$ cat config.mk
export PLATFORM = sky130hd
export DESIGN_NAME = sfr_bus_arbiter
export DESIGN_NICKNAME = d
export VERILOG_FILES = /design/src/rtl/sfr_bus_arbiter.sv
export SDC_FILE = /design/constraint.sdc
export NUM_CORES = 1
export LEC_CHECK = 0
export ABC_AREA = 1
export BUFFER_PORTS_ARGS = -buffer_cell sky130_fd_sc_hd__buf_2
export CAP_MARGIN = 30
export CORE_UTILIZATION = 34
export DETAILED_ROUTE_END_ITERATION = 7
export PLACE_DENSITY = 0.55
export SYNTH_ARGS = -nofsm -noshare
export SYNTH_HDL_FRONTEND = slang
export SYNTH_SLANG_ARGS = --single-unit
$ cat constraint.sdc
create_clock -name clk -period 1.44 [get_ports clk]
set_input_delay 0.072 -clock clk [delete_from_list [all_inputs] [get_ports clk]]
set_output_delay 0.072 -clock clk [all_outputs]
set_load 0.005 [all_outputs]
$ cat src/rtl/sfr_bus_arbiter.sv
// Two-requester round-robin arbiter that serialises transactions onto the SFR slave strobe bus.
// Optional WAIT timeout abort is enabled with `define SFR_ARB_TIMEOUT_EN.
module sfr_bus_arbiter #(
    parameter int ADDR_W  = 32,
    parameter int DATA_W  = 32,
    parameter int TIMEOUT = 16
) (
    input  logic                clk,
    input  logic                reset_n,
    input  logic                m0_req,
    input  logic                m0_we,
    input  logic [ADDR_W-1:0]   m0_addr,
    input  logic [DATA_W-1:0]   m0_wdata,
    input  logic [DATA_W/8-1:0] m0_wstrb,
    output logic                m0_gnt,
    output logic                m0_done,
    output logic [DATA_W-1:0]   m0_rdata,
    output logic                m0_err,
    input  logic                m1_req,
    input  logic                m1_we,
    input  logic [ADDR_W-1:0]   m1_addr,
    input  logic [DATA_W-1:0]   m1_wdata,
    input  logic [DATA_W/8-1:0] m1_wstrb,
    output logic                m1_gnt,
    output logic                m1_done,
    output logic [DATA_W-1:0]   m1_rdata,
    output logic                m1_err,
    output logic                s_wr_en,
    output logic                s_rd_en,
    output logic [ADDR_W-1:0]   s_waddr,
    output logic [ADDR_W-1:0]   s_raddr,
    output logic [DATA_W-1:0]   s_wdata,
    output logic [DATA_W/8-1:0] s_wstrobe,
    input  logic [DATA_W-1:0]   s_rdata,
    input  logic                s_wready,
    input  logic                s_rvalid
);

    localparam int STRB_W = DATA_W / 8;

    typedef enum logic [1:0] {IDLE, ISSUE, WAIT} state_t;

    typedef struct packed {
        logic              we;
        logic [ADDR_W-1:0] addr;
        logic [DATA_W-1:0] wdata;
        logic [STRB_W-1:0] wstrb;
    } xact_t;

    state_t                   state, state_nxt;
    xact_t                    cur;
    xact_t [1:0]              in_x;
    logic [1:0]               req;
    logic                     sel, owner, last_owner;
    logic [1:0]               gnt_q, done_q;
    logic [1:0][DATA_W-1:0]   rdata_q;
    logic                     resp_ok, timeout_hit, finish;

    assign req     = {m1_req, m0_req};
    assign in_x[0] = {m0_we, m0_addr, m0_wdata, m0_wstrb};
    assign in_x[1] = {m1_we, m1_addr, m1_wdata, m1_wstrb};

    // On a tie the requester that did not finish last wins.
    assign sel = (&req) ? ~last_owner : req[1];

    // Only the response type matching the latched direction counts.
    assign resp_ok = (state == WAIT) && (cur.we ? s_wready : s_rvalid);
    assign finish  = resp_ok || timeout_hit;

    assign m0_gnt   = gnt_q[0];
    assign m1_gnt   = gnt_q[1];
    assign m0_done  = done_q[0];
    assign m1_done  = done_q[1];
    assign m0_rdata = rdata_q[0];
    assign m1_rdata = rdata_q[1];

`ifdef SFR_ARB_TIMEOUT_EN
    localparam int                CNT_W    = $clog2(TIMEOUT + 1);
    localparam logic [CNT_W-1:0]  CNT_LAST = CNT_W'(TIMEOUT - 1);

    logic [CNT_W-1:0] wait_cnt;
    logic [1:0]       err_q;

    assign timeout_hit = (state == WAIT) && (wait_cnt == CNT_LAST);
    assign m0_err      = err_q[0];
    assign m1_err      = err_q[1];

    always_ff @(posedge clk or negedge reset_n) begin
        if (!reset_n) begin
            wait_cnt <= '0;
            err_q    <= '0;
        end else begin
            err_q <= '0;
            if (state == ISSUE)
                wait_cnt <= '0;
            else if (state == WAIT)
                wait_cnt <= wait_cnt + CNT_W'(1);
            // A response landing on the last cycle still wins over the abort.
            if (timeout_hit && !resp_ok)
                err_q[owner] <= 1'b1;
        end
    end
`else
    logic timeout_unused;

    assign timeout_unused = (TIMEOUT > 0);
    assign timeout_hit    = 1'b0;
    assign m0_err         = 1'b0;
    assign m1_err         = 1'b0;
`endif

    always_ff @(posedge clk or negedge reset_n) begin
        if (!reset_n)
            state <= IDLE;
        else
            state <= state_nxt;
    end

    always_comb begin
        state_nxt = state;
        case (state)
            IDLE:    if (|req) state_nxt = ISSUE;
            ISSUE:   state_nxt = WAIT;
            WAIT:    if (finish) state_nxt = IDLE;
            default: state_nxt = IDLE;
        endcase
    end

    always_ff @(posedge clk or negedge reset_n) begin
        if (!reset_n) begin
            owner      <= 1'b0;
            last_owner <= 1'b1;
            cur        <= '0;
            gnt_q      <= '0;
            done_q     <= '0;
            rdata_q    <= '0;
            s_wr_en    <= 1'b0;
            s_rd_en    <= 1'b0;
            s_waddr    <= '0;
            s_raddr    <= '0;
            s_wdata    <= '0;
            s_wstrobe  <= '0;
        end else begin
            gnt_q   <= '0;
            done_q  <= '0;
            s_wr_en <= 1'b0;
            s_rd_en <= 1'b0;
            case (state)
                IDLE: begin
                    if (|req) begin
                        owner      <= sel;
                        cur        <= in_x[sel];
                        gnt_q[sel] <= 1'b1;
                    end
                end
                ISSUE: begin
                    s_wr_en <= cur.we;
                    s_rd_en <= ~cur.we;
                    // The bus not used by this transaction is parked at zero.
                    if (cur.we) begin
                        s_waddr   <= cur.addr;
                        s_wdata   <= cur.wdata;
                        s_wstrobe <= cur.wstrb;
                        s_raddr   <= '0;
                    end else begin
                        s_raddr   <= cur.addr;
                        s_waddr   <= '0;
                        s_wdata   <= '0;
                        s_wstrobe <= '0;
                    end
                end
                WAIT: begin
                    if (finish) begin
                        done_q[owner] <= 1'b1;
                        last_owner    <= owner;
                    end
                    if (resp_ok && !cur.we)
                        rdata_q[owner] <= s_rdata;
                end
                default: ;
            endcase
        end
    end

endmodule

==> key figures <==
Status
  • Status: complete, no violations

Finish
  • Number of fillers in the final layout: 2867
  • Layout cells sized above 1: 0.2494
  • NumNets Final: 1919
  • Area Growth Syn to Fin: 48.43%

Floorplan
  • I/O pin count: 348
  • Initial Utilization: 0.3453
  • DIE AREA: 30800 sq um
  • Row count: 63
  • Die extent in x: 175.5 um
  • Die Y-Extent: 175.5 um
  • Core outline area: 29640 sq um

Route
  • 1st-iter DRT viols: 493
  • WL met3: 2270 um
  • Routed vias: 10040
  • DRC viols: 0
  • Pre-antenna DRT Iters: 4
  • Wire length on met1: 14820 um
  • Post-route ant nets: 0
  • Met2 wire length: 16050 um
  • Top sig layer: met4
  • Final WL: 34680 um
  • Avg WL per Cell: 16.12 um
  • Post-DR vias/cell: 4.668

Clock tree
  • TritonCTS Buffers: 27
  • Worst-path clk slew: 0.06 ns
  • Max Root-Sink Buffers: 3
  • Clock net sink count: 243
  • Post-CTS Setup Bufs: 0
  • CTS tree: done
  • Clk Latency, worst-skew pair: 0.52 ns
  • H-tree depth: 1
  • CTS root buf: clkbuf_16

Worst setup path
  • CP Capture Type: register
  • CP Class: register to register
  • Worst Path Required: 1.89 ns
  • Startpoint Class: register
  • WP data arrival: 1.83 ns
  • Critical path fanouts, max: 16

Pwr
  • Peak VDD IR: 1.017 mV
  • P per Cell Area: 1828 nW/um^2
  • Static Leak: 0.008533 uW

Logic synthesis
  • Synth Area in Compound Gates: 0.03301
  • Synth area leaders: dfrtp_1 (59%), nand2_1 (24%), nand3_1 (6.6%)
  • Cells after synthesis: 1230
  • Area share of the largest cell type after synthesis: 0.5918
  • Synth warn: 0
  • Synth Register Bits: 243
  • Post-synthesis simple-gate area fraction: 0.3112
  • Seq/Total Area, Yosys: 0.5943
  • Main combinational cell family by area after synthesis: simple AND/OR/NAND/NOR gates
  • Post-synthesis mux area share: 0
  • Avg Inst Size Synth: 8.320 sq um
  • Mapped Area: 10230 sq um
  • Synth Area in XOR/XNOR: 0
  • Area leader, netlist: dfrtp_1
  • Post-Synth Adder-Cell Area: 0
  • Post-synthesis cell type count: 21

STA
  • Hold Violations, Final: 0
  • Final period utilization: 0.9582
  • Max Slew Vio Count: 0
  • Worst setup margin: 0.06023 ns
  • Setup TNS: 0 ns
  • Final clock skew: 0.01263 ns
  • Unrepaired setup endpoints after global routing: false
  • Minimum clock period: 1.380 ns
  • Setup violators final: 0
  • Peak Freq: 724.8 MHz

Place
  • Detail Placement HPWL: 21300 um
  • Pre-CTS setup slack: 0.03479 ns
  • Routability congestion estimate: 0.8320
  • IO Port Bufs: 345

Run
  • Maxcap violations: 0

GRT
  • First-pass GRT wire length: 52950 um
  • Grt total ovfl: 0
  • Largest net degree at the start of global routing: 66
  • Initial antenna violation count: 1
  • Overall Global Routing Usage: 0.2161
  • Vias in the first global route: 9980

Hold path
  • Hold Crit Class: primary input to async pin
==> Yosys cell counts <==
library cell	instances
nor2_4	1
clkbuf_1	15
dfstp_2	1
clkbuf_2	1
a21oi_1	1
buf_6	16
inv_1	37
nand2_2	2
nand3_1	134
inv_2	4
o21ai_0	65
dfrtp_1	242
nor2_2	2
buf_4	4
nand2_1	657
conb_1	1
nor2_1	3
clkinv_1	1
buf_2	31
buf_1	11
o21bai_1	1
==> power by group <==
part,internal [uW],switching (uW)
Sequential,9590,1440
Clock,4220,2680
Combinational,3960,5890
==> cells by family after synthesis <==
logic type,count (synthesis)
and+or+nand+nor,799
DFF,243
buffers and inverters,120
AOI/OAI and AO/OA,67
other,1
==> layout by cell type (no fill, tap or decap), types with 5 or more instances in the layout <==
master,netlist,final
clkbuf_1,15,7
o21ai_0,65,65
buf_12,0,15
dlygate4sd3_1,0,174
buf_4,4,22
clkbuf_8,0,5
nand2_1,657,656
dfrtp_1,242,242
nand3_1,134,134
buf_2,31,344
clkbuf_16,0,29
inv_1,37,36
==> repair_timing <==
action	in CTS	in global routing
gates resized for setup	0	4
endpoints found under the setup margin	0	76
hold endpoints to repair	380	0
hold buffers	174	0
==> cell type report <==
class	instances	area (sq um)	share of cell area
Sequential cell	243	6082	0.4004
Timing Repair Buffer	561	4028	0.2652
Multi-Input combinational cell	868	3545	0.2334
Clock buffer	39	770.7	0.05074
Tap cell	390	488.0	0.03213
Inverter	42	158.9	0.01046
Clock inverter	7	115.1	0.007578
Antenna cell	1	2.502	0.0001647
==> path summary, 6_finish.rpt <==
path / startpoint / end / slack, ns / cells past startpoint
max in group asynchronous: reset_n / last_owner$_DFFE_PN1P_ / 0.79 / 3
min in group clk: m0_req / state[0]$_DFFE_PN0P_ / 0.12 / 4
worst max register to register: last_owner$_DFFE_PN1P_ / cur[28]$_DFFE_PN0P_ / 0.06 / 7
worst min-delay path: reset_n / s_waddr[15]$_DFFE_PN0N_ / 0.04 / 2
worst min register to register: cur[21]$_DFFE_PN0P_ / s_wdata[17]$_DFFE_PN0N_ / 0.46 / 2
worst max-delay path: last_owner$_DFFE_PN1P_ / cur[28]$_DFFE_PN0P_ / 0.06 / 7
==> worst max-delay path: stages, from the launching register on <==
cell     delay (ns)
dfstp_2        0.53
nand2_2        0.08
nand2_4        0.15
buf_6          0.26
nand2_1        0.08
nand2_1        0.07
nand2_1        0.06
nand2_1        0.06
==> stage by stage <==
stage | hold slack, ns | util | instances | instance area, sq um | total power (uW)
after floorplan | -0.2236 | - | 1231 | 10240 | 16120
after global placement | -0.01049 | 0.4212 | 1927 | 12480 | 20340
after detailed placement | -0.01136 | 0.4212 | 1927 | 12480 | 20540
after CTS | 0.03267 | 0.5098 | 2147 | 15110 | 27960
after global routing | 0.05833 | 0.5125 | 2151 | 15190 | 29840
final | 0.03799 | 0.5125 | 2151 | 15190 | 27770
==> per-layer routing <==
layer	GRT usage	up-vias
met4	0.1007	0
li1	-	4847
met5	0	-
met2	0.3548	418
met1	0.2758	4681
met3	0.04048	94
==> state kept, by name (all words and copies together) (netlist names), 2 cells and up <==
signal and count:
gnt_q 2, s_raddr 32, done_q 2, s_wstrobe 4
cur 69, state 2, m0_rdata 32, s_wdata 32
s_waddr 32, m1_rdata 32
(Power assumes the default switching activity.)
